File: config.mk
export PLATFORM = sky130hd
export DESIGN_NAME = decode_scoreboard
export DESIGN_NICKNAME = d
export VERILOG_FILES = /design/src/rtl/decode_scoreboard.sv
export SDC_FILE = /design/constraint.sdc
export NUM_CORES = 1
export LEC_CHECK = 0
export ABC_AREA = 0
export CAP_MARGIN = 5
export CORE_MARGIN = 3
export CORE_UTILIZATION = 55
export CTS_CLUSTER_DIAMETER = 100
export DETAILED_ROUTE_END_ITERATION = 10
export HOLD_SLACK_MARGIN = 0.05
export PLACE_DENSITY = 0.9
export SETUP_SLACK_MARGIN = 0.5
export SYNTH_ARGS = -nofsm -noshare
export SYNTH_HDL_FRONTEND = slang
export SYNTH_SLANG_ARGS = --single-unit
File: constraint.sdc
create_clock -name clock -period 10.6 [get_ports clock]
set_clock_uncertainty 0.05 [all_clocks]
set_input_delay 2.65 -clock clock [delete_from_list [all_inputs] [get_ports clock]]
set_output_delay 2.65 -clock clock [all_outputs]
set_load 0.1 [all_outputs]
File: src/rtl/decode_scoreboard.sv
// Register scoreboard for the decode stage: tracks outstanding register writes and stalls dependent instructions.
// Optional same-cycle writeback forwarding is enabled by defining SCOREBOARD_WB_BYPASS_EN.
module decode_scoreboard #(
  parameter int unsigned MAX_OUTSTANDING = 4
) (
  input  logic        clock,
  input  logic        reset,
  input  logic        dec_valid,
  input  logic [4:0]  reg_S1,
  input  logic [4:0]  reg_S2,
  input  logic [4:0]  reg_D,
  input  logic        uses_s1,
  input  logic        uses_s2,
  input  logic        writes_d,
  input  logic        flush,
  input  logic        wb_valid,
  input  logic [4:0]  wb_reg,
  output logic        stall,
  output logic        issue,
  output logic [31:0] pending,
  output logic [4:0]  outstanding,
  output logic        wb_err,
  output logic [15:0] stall_cycles
);

  localparam int unsigned REG_W = 5;
  localparam int unsigned NREGS = 32;
  localparam int unsigned CNT_W = 16;
  localparam logic [REG_W-1:0] MAX_CNT = REG_W'(MAX_OUTSTANDING);

  logic [NREGS-1:0] pend_eff;
  logic [REG_W-1:0] outst_eff;
  logic             wb_hit_c;
  logic             bad_wb_c;
  logic             set_c;
  logic             fwd_s1;
  logic             fwd_s2;
  logic             fwd_d;
  logic             fwd_slot;
  logic             src1_haz;
  logic             src2_haz;
  logic             waw_haz;
  logic             full_haz;
  logic [NREGS-1:0] pending_next;
  logic [REG_W-1:0] outstanding_next;

  // Hazard checks see the cleared state while reset is asserted.
  assign pend_eff  = reset ? '0 : pending;
  assign outst_eff = reset ? '0 : outstanding;

  assign wb_hit_c = wb_valid & (wb_reg != '0) & pending[wb_reg];
  assign bad_wb_c = wb_valid & (wb_reg != '0) & ~pending[wb_reg];

`ifdef SCOREBOARD_WB_BYPASS_EN
  assign fwd_s1   = wb_valid & (wb_reg == reg_S1);
  assign fwd_s2   = wb_valid & (wb_reg == reg_S2);
  assign fwd_d    = wb_valid & (wb_reg == reg_D);
  assign fwd_slot = wb_valid & (wb_reg != '0) & pend_eff[wb_reg];
`else
  assign fwd_s1   = 1'b0;
  assign fwd_s2   = 1'b0;
  assign fwd_d    = 1'b0;
  assign fwd_slot = 1'b0;
`endif

  assign src1_haz = uses_s1 & (reg_S1 != '0) & pend_eff[reg_S1] & ~fwd_s1;
  assign src2_haz = uses_s2 & (reg_S2 != '0) & pend_eff[reg_S2] & ~fwd_s2;
  assign waw_haz  = writes_d & (reg_D != '0) & pend_eff[reg_D] & ~fwd_d;
  assign full_haz = writes_d & (reg_D != '0) & (outst_eff == MAX_CNT) & ~fwd_slot;

  assign stall = dec_valid & ~flush & (src1_haz | src2_haz | waw_haz | full_haz);
  assign issue = dec_valid & ~flush & ~stall;
  assign set_c = issue & writes_d & (reg_D != '0);

  // Clear first, then set, so a new writer to the retiring register keeps the bit.
  always_comb begin
    pending_next = pending;
    if (wb_hit_c) begin
      pending_next[wb_reg] = 1'b0;
    end
    if (set_c) begin
      pending_next[reg_D] = 1'b1;
    end
  end

  assign outstanding_next = outstanding + REG_W'(set_c) - REG_W'(wb_hit_c);

  always_ff @(posedge clock) begin
    if (reset) begin
      pending      <= '0;
      outstanding  <= '0;
      wb_err       <= 1'b0;
      stall_cycles <= '0;
    end else begin
      pending     <= pending_next;
      outstanding <= outstanding_next;
      if (bad_wb_c) begin
        wb_err <= 1'b1;
      end
      if (stall && (stall_cycles != '1)) begin
        stall_cycles <= stall_cycles + CNT_W'(1);
      end
    end
  end

endmodule

; ---- Yosys cells after proc, flatten, opt, wreduce, memory -nomap -nowiden
; Index checks and enable logic that the tools add are counted.
[totals]
ff_bits = 54
inputBits = 28
out_inout_bits = 56
elab_cells = 62
[op_classes]
addsub = 3
order_cmp = 6
n_eq_ne = 2
n_mux = 16
n_bitwise = 24
reduce_logical = 7
[op_table]
columns = operator, count
row1 = $mux 32, 3
row2 = $and 32x32->32, 1
row3 = $not 32->32, 1
row4 = $or 32x32->32, 1
row5 = $lt 5x6->1 const B, 4
row6 = $bmux 1 s5, 4
row7 = $reduce_bool 5->1, 4
row8 = $add 16x1->16 const B, 1
row9 = $ne 16x16->1 const B, 1
row10 = $and 1x1->1, 15
row11 = $demux 1 s5, 2
row12 = $ge 5x1->1 const B, 2
row13 = $mux 1, 6
row14 = $add 5x1->5, 1
row15 = $eq 5x3->1 const B, 1
row16 = $mux 5, 1
row17 = $sub 5x1->5, 1
row18 = $logic_and 1x1->1, 3
row19 = $not 1->1, 3
row20 = $or 1x1->1, 3

; ---- Longest topological paths before layout
; Gate-level depths: netlist of the first run.
[logic_depth]
depth_word = 14
ltp_mapped = 18
mapped_depth_nobuf = 16

; ---- Least setup slack after synthesis of the first run
; No wires, ideal clock.
[synth_timing]
path_type = input to output
from = input reg_S1[0]
to = output issue
t_arrival_ns = 5.728
required_time_ns = 7.900
slack_ns = 2.172
cell_stages = 6
path_buffers = 1
cell_sequence = clkbuf_1 > mux4_2 > mux4_2 > a41o_1 > or2_1 > nor2b_1
[synth_between]
elab_chain_len = 9
word_cells_on_any_way = 11
cone_classes = mux: 2 / bitwise: 8 / reduce/logical: 1
[synth_rtl]
columns = element, line_no
row1 = "start, declared", 9  ; input logic [4:0] reg_S1,
row2 = $bmux 1 s5 / $reduce_bool 5->1 (equally long branches), 66  ; assign src1_haz = uses_s1 & (reg_S1 != '0) & pend_eff[reg_S1] & ~fwd_s1;
row3 = $mux 1 (not written as such) / $and 1x1->1 (equally long branches), 66
row4 = $and 1x1->1 *, 66
row5 = $or 1x1->1 * (3 in series), 71  ; assign stall = dec_valid & ~flush & (src1_haz | src2_haz | waw_haz | full_haz);
row6 = $and 1x1->1 *, 71
row7 = $not 1->1 *, 72  ; assign issue = dec_valid & ~flush & ~stall;
row8 = $and 1x1->1 *, 72
row9 = "end, declared", 19  ; output logic issue,
; Mark *: on every way between the ends. The rest lies on a longest branch, timed or not. The select of a mux whose other input is x is not followed.

; ---- Worst setup path after layout of the first run
[layout_timing]
from = input reset
to = output stall
[layout_between]
elab_chain_len = 8
word_cells_on_any_way = 17
cone_classes = eq/ne: 1 / mux: 8 / bitwise: 8
[layout_rtl]
columns = element, line_no
row1 = "start, declared", 7  ; input logic reset,
row2 = $mux 32, 48  ; assign pend_eff = reset ? '0 : pending;
row3 = $bmux 1 s5 (on tied branches), "66, 67"
row4 = $mux 1 (on tied branches), "66, 67"
row5 = $and 1x1->1 (on tied branches), "66, 67"
row6 = $or 1x1->1 (2 in series), 71
row7 = $or 1x1->1 *, 71
row8 = $and 1x1->1 *, 71
row9 = "end, declared", 18  ; output logic stall,
; Marked as above.

==> flow_summary.yaml, run 1 <==
routing:
  ant_nets: 0
  drcViolationCount: 0
  vias: 3815
  drtIter0Drc: 360
  dr.pass1.iters: 6
  viasPerCell: 7.06
  routed_wl_mm: 11.4
  wl_per_cell_um: 21.1
logic_synthesis:
  yosys-top-cells-area: "dfxtp_1, mux4_2, o31ai_1, o211ai_1, mux2i_1"
  netlist.area_leader.share_pct: 28.5
  ys_seq_area_share_pct: 28.5
  ys_ff_latch: 54
  synth_top_area_cell: "dfxtp_1"
  syn_nets: 437
  ys.flop_type: "dfxtp_1"
  ys_warn_count: 0
  synth.most_common_cell: "dfxtp_1"
  synthArstFlopShare_pct: 0
  syn_area_um2: 3790
  yosysUniqueCellTypes: 59
  synth_common_cells: "dfxtp_1, o31ai_1, mux4_2"
  synth_edf_count: 0
  avgSynthCellArea_um2: 9.42
  netlist_instances: 402
die:
  initial_core_util_pct: 58.3
  io_pins: 84
  dieWidth_um: 89.0
  dieArea_um2: 7920
  core-area_um2: 6490
  die_h_um: 89.0
  rows: 29
placement:
  dpl.hpwl_mm: 8.34
  gp_congestion: 0.972
  post-place-cells: 532
  place.port_buffers: 83
layout:
  multi_input_area_um2: 2480
  ff_latch_area_um2: 1080
  diodes: 0
  layout.nets: 497
  layout-drive-gt1-share_pct: 10.6
  fillers: 511
  stdcell_count: 540
  area_delta_synth_final_pct: 23.4
global_routing:
  grt_pass1_wl_mm: 18.1
  grt_start_max_net_pins: 41
  grt_pass1_vias: 3551
  use_met2_pct: 49.3
  grt_busiest_layer: "met2"
  grtUsageMet1_pct: 37.3
  grt_remaining_overflow: 0
  grt.total_usage_pct: 29.5
  antenna_found_initial: 0
  met3_usage_pct: 6.64
worst_setup_path:
  required_ns: 7.90
  startpoint_type: "primary input"
  path_common_cell: "buf_4"
  slowest_delay_ns: 0.95
  path_class: "primary input to output port"
  path_buf_inv: 6
  slowest_stage: "inv_1"
  crit_fanout: 40
  cp_top_family: "buffers and inverters"
  cp_cell_sequence: "clkdlybuf4s50_1 > buf_4 > inv_1 > nand2_1 > o221ai_1 > o2111ai_1 > o31ai_1 > o21ai_1 > buf_4 > inv_1 > buf_4"
  endpoint_kind: "output port"
  arrival_ns: 5.90
cts:
  htreeDepth: 2
  cts_resized: 0
  cts_buffers: 5
  clockBufferDepth: 2
  clock_sink_count: 54
  cts_root_buffer: "clkbuf_8"
  insertion_delay_ns: 0.32
  cts_tree: "yes"
  postCtsSetupRepairBufs: 0
  hold_buffers: 0
  path_clk_slew_ns: 0.09
timing:
  holdWs_ns: 0.433
  slew_headroom_pct: 15.5
  tightest_slew_ns: 1.27
  setup_viol: 0
  post-route-min-period_ns: 8.60
  setup_tns_ns: 0
  post-route-period-util_pct: 81.1
  hold_violations: 0
  drv_slew: 0
  rsz0062_at_grt: "no"
  fmax_ghz: 0.116
worst_hold_path:
  hold_class: "flip-flop to flip-flop"
status:
  outcome: "completed"
power_and_ir_drop:
  p_per_area_nw_per_um2: 94.7
  design_power_total_uw: 443
  ir_worst_vdd_mv: 0.0586
  cellLeakagePower_uw: 0.00155
run:
  maxCapViolations: 0
==> tightest hold or removal path, stage by stage, from the launching register on <==
cell     delay, ns
dfxtp_1       0.34
a31oi_1       0.04
nor2_1        0.07
==> layout by cell type (no fill, tap or decap), drive strengths merged, types with 5 or more instances in the layout <==
cell / Yosys / routed
mux2i: 12 / 12
nor2: 14 / 14
inv: 18 / 18
nand2: 24 / 24
nand3b: 10 / 10
o211ai: 24 / 24
nand3: 13 / 13
clkbuf: 15 / 7
o21ai: 13 / 13
a21oi: 12 / 12
o31a: 5 / 5
nand2b: 8 / 8
dfxtp: 54 / 54
o31ai: 31 / 31
nor4: 9 / 9
nor2b: 10 / 10
clkdlybuf4s50: 0 / 81
mux4: 26 / 26
or3: 6 / 6
ha: 6 / 6
o21a: 7 / 7
nor3b: 5 / 5
==> power breakdown <==
group	internal [µW]	total [µW]	switching [µW]
sequential	206	209	3.28
combinational	32.2	95.6	63.4
clock	70.8	138	67.2
==> state kept, by name, summed over array words and instances, names as in the netlist <==
signal        count
pending          32
stall_cycles     16
outstanding       5
wb_err            1
==> logic make-up (layout without fill, tap and decap cells) <==
family                   Yosys count  after routing  share of synthesized area, %
adder cells (fa/ha/maj)            7              7                          2.51
AND/OR/NAND/NOR                  123            123                          18.8
multiplexers                      42             42                          19.8
buffers and inverters             50            111                          5.91
flip-flops                        54             54                          28.5
XOR/XNOR                           4              4                         0.925
AO/OA/AOI/OAI                    122            122                          23.5
==> cell type report <==
class | count | area share [%]
multi-input combinational | 298 | 53.1
sequential | 54 | 23.1
timing repair buffer | 85 | 18.0
tap | 77 | 2.06
clock buffer | 7 | 1.63
inverter | 18 | 1.45
clock inverter | 1 | 0.642
==> per-layer routing <==
metal  vias to the layer above  share of wire [%]
li1                       1690                  -
met1                      1800                 38
met2                       282                 48
met3                        43                 11
met4                         0                2.9
met5                         -                  0
==> path summary, 6_finish.rpt <==
kind / startpoint / endpoint / slack (ns) / cells after the start
max: reset / stall / 2.00 / 11
min: wb_err$_SDFFE_PP0P_ / wb_err$_SDFFE_PP0P_ / 0.43 / 2
max reg2reg: pending[23]$_SDFF_PP0_ / outstanding[4]$_SDFF_PP0_ / 6.70 / 16
min reg2reg: wb_err$_SDFFE_PP0P_ / wb_err$_SDFFE_PP0P_ / 0.43 / 2
==> through the flow <==
stage                     setup slack, ns  utilization [%]  instance area, µm²
after floorplan                      2.17                -                3790
after global placement               2.18             70.4                4570
after detailed placement             2.12             70.4                4570
after CTS                            2.09             72.0                4680
after global routing                 1.74             72.0                4680
final                                2.00             72.0                4680
Power figures use the tool's default switching activity.
==> run 2: changes to the inputs <==
CORE_UTILIZATION = 46   (was 55)
PLACE_DENSITY = 0.81   (was 0.9)
clock period = 7 ns   (was 10.6 ns; I/O delays follow)
==> run 2 against run 1 <==
  * Die area rose by 18%
  * Highest routed layer unchanged
  * Worst setup slack got worse by 1.3 ns
  * Cell area rose by 1.5%
  * First-iteration DRC count rose by 2.8%
  * Largest cell class unchanged
  * Cell count rose by 5.0%
  * Via count barely moved
==> flow_summary.yaml, run 2 (synthesis gave the netlist of run 1 again) <==
power_and_ir_drop:
  ir_worst_vdd_mv: 0.0839
  p_per_area_nw_per_um2: 135
  cellLeakagePower_uw: 0.00159
  power_frac_comb_pct: 23.0
  p_int_uw: 440
  clockPowerShare_pct: 27.5
  netSwitchingPower_uw: 202
  power_frac_seq_pct: 49.4
  swShare_pct: 31.4
worst_setup_path:
  arrival_ns: 4.48
  path_buf_inv: 3
  slowest_stage: "clkdlybuf4s50_1"
  cp_top_family: "buffers and inverters"
  crit_fanout: 18
  endpoint_kind: "output port"
  startpoint_type: "primary input"
  slowest_delay_ns: 0.99
  path_class: "primary input to output port"
  cp_cell_sequence: "clkdlybuf4s50_1 > mux2i_1 > mux4_2 > nand3_1 > o21ai_0 > o31ai_1 > o21ai_1 > inv_1 > buf_12"
  required_ns: 5.20
run:
  maxCapViolations: 0
global_routing:
  grt_remaining_overflow: 0
  grt.total_usage_pct: 24.6
  grt_pass1_wl_mm: 19.1
  grt_pass1_vias: 3755
  antenna_found_initial: 0
  grt_start_max_net_pins: 32
cts:
  path_clk_slew_ns: 0.09
  clockBufferDepth: 2
  clock_sink_count: 54
  hold_buffers: 0
  insertion_delay_ns: 0.31
  cts_root_buffer: "clkbuf_8"
  htreeDepth: 2
  cts_buffers: 5
  cts_tree: "yes"
timing:
  hold_violations: 0
  tightest_slew_ns: 0.983
  setup_viol: 0
  slew_headroom_pct: 34.3
  post-route-min-period_ns: 6.28
  holdWs_ns: 0.447
  drv_slew: 0
  fmax_ghz: 0.159
  post-route-period-util_pct: 89.6
  rsz0062_at_grt: "no"
  setup_tns_ns: 0
layout:
  layout-drive-gt1-share_pct: 11.6
  diodes: 0
  ff_latch_area_um2: 1080
  layout.nets: 501
  area_delta_synth_final_pct: 25.3
  layout_common_cells: "clkdlybuf4s50_1, dfxtp_1, o31ai_1"
  largest_reg_flops: 32
  top_register: "pending"
  fillers: 705
  top_regs: "pending x32, stall_cycles x16, outstanding x5"
  final_common_cell: "clkdlybuf4s50_1"
  multi_input_area_um2: 2490
routing:
  drcViolationCount: 0
  routed_wl_mm: 11.6
  ant_nets: 0
  wl_per_cell_um: 20.5
  drtIter0Drc: 370
  vias: 3813
  dr.pass1.iters: 5
  viasPerCell: 6.72
die:
  dieArea_um2: 9360
  core-area_um2: 7850
  die_h_um: 96.8
  rows: 32
  dieWidth_um: 96.8
  io_pins: 84
  initial_core_util_pct: 48.3
status:
  outcome: "completed"
placement:
  place.port_buffers: 83
  gp_congestion: 0.985
  dpl.hpwl_mm: 8.49
worst_hold_path:
  hold_class: "flip-flop to flip-flop"
-- run 2: what timing repair did --
item | 4_1_cts | 5_1_grt
setup endpoints to repair | 0 | 1
setup buffers | 0 | 0
resized for setup | 0 | 2
-- run 2: final timing paths --
check                                 from                             to  slack (ns)  cells after the start
max                               reg_D[0]                          stall        0.72                      9
min          stall_cycles[14]$_SDFFE_PP0P_  stall_cycles[14]$_SDFFE_PP0P_        0.45                      2
max reg2reg         pending[20]$_SDFF_PP0_      outstanding[4]$_SDFF_PP0_        3.04                     16
min reg2reg  stall_cycles[14]$_SDFFE_PP0P_  stall_cycles[14]$_SDFFE_PP0P_        0.45                      2
-- run 2: tightest hold or removal path, cell delays in order, from the launching register on --
cell,delay [ns]
dfxtp_1,0.34
o31ai_1,0.07
a21oi_1,0.05
-- run 2: final cells by class --
class,instances,share of cell area (%)
inverter,18,1.42
timing repair buffer,89,19.0
multi-input combinational,298,52.4
tap,102,2.69
clock buffer,6,1.74
sequential,54,22.8
-- run 2: metrics by stage --
stage | utilization (%) | total power [µW] | instances | setup WS, ns | instance area (µm²)
floorplan | - | 425 | 402 | 0.908 | 3790
global placement | 59.4 | 467 | 561 | 0.685 | 4660
detailed placement | 59.4 | 471 | 561 | 0.599 | 4660
CTS | 60.4 | 643 | 567 | 0.594 | 4740
global route | 60.5 | 662 | 567 | 0.570 | 4750
finish | 60.5 | 642 | 567 | 0.725 | 4750
-- run 2: power groups by stage --
| stage | clock (µW) | combinational [µW] | sequential (µW) |
|---|---|---|---|
| final | 177 | 148 | 317 |
| after global routing | 188 | 155 | 318 |
| after CTS | 179 | 147 | 317 |
| after detailed placement | 0 | 146 | 325 |
| after global placement | 0 | 143 | 324 |
| after floorplan | 0 | 67.4 | 358 |
-- run 2: per-layer routing --
metal,vias up,share of wire [%],global-route usage (%)
li1,1699,-,-
met1,1823,39,32.1
met2,261,49,40.6
met3,30,9.7,4.61
met4,0,2.4,9.07
met5,-,0,0
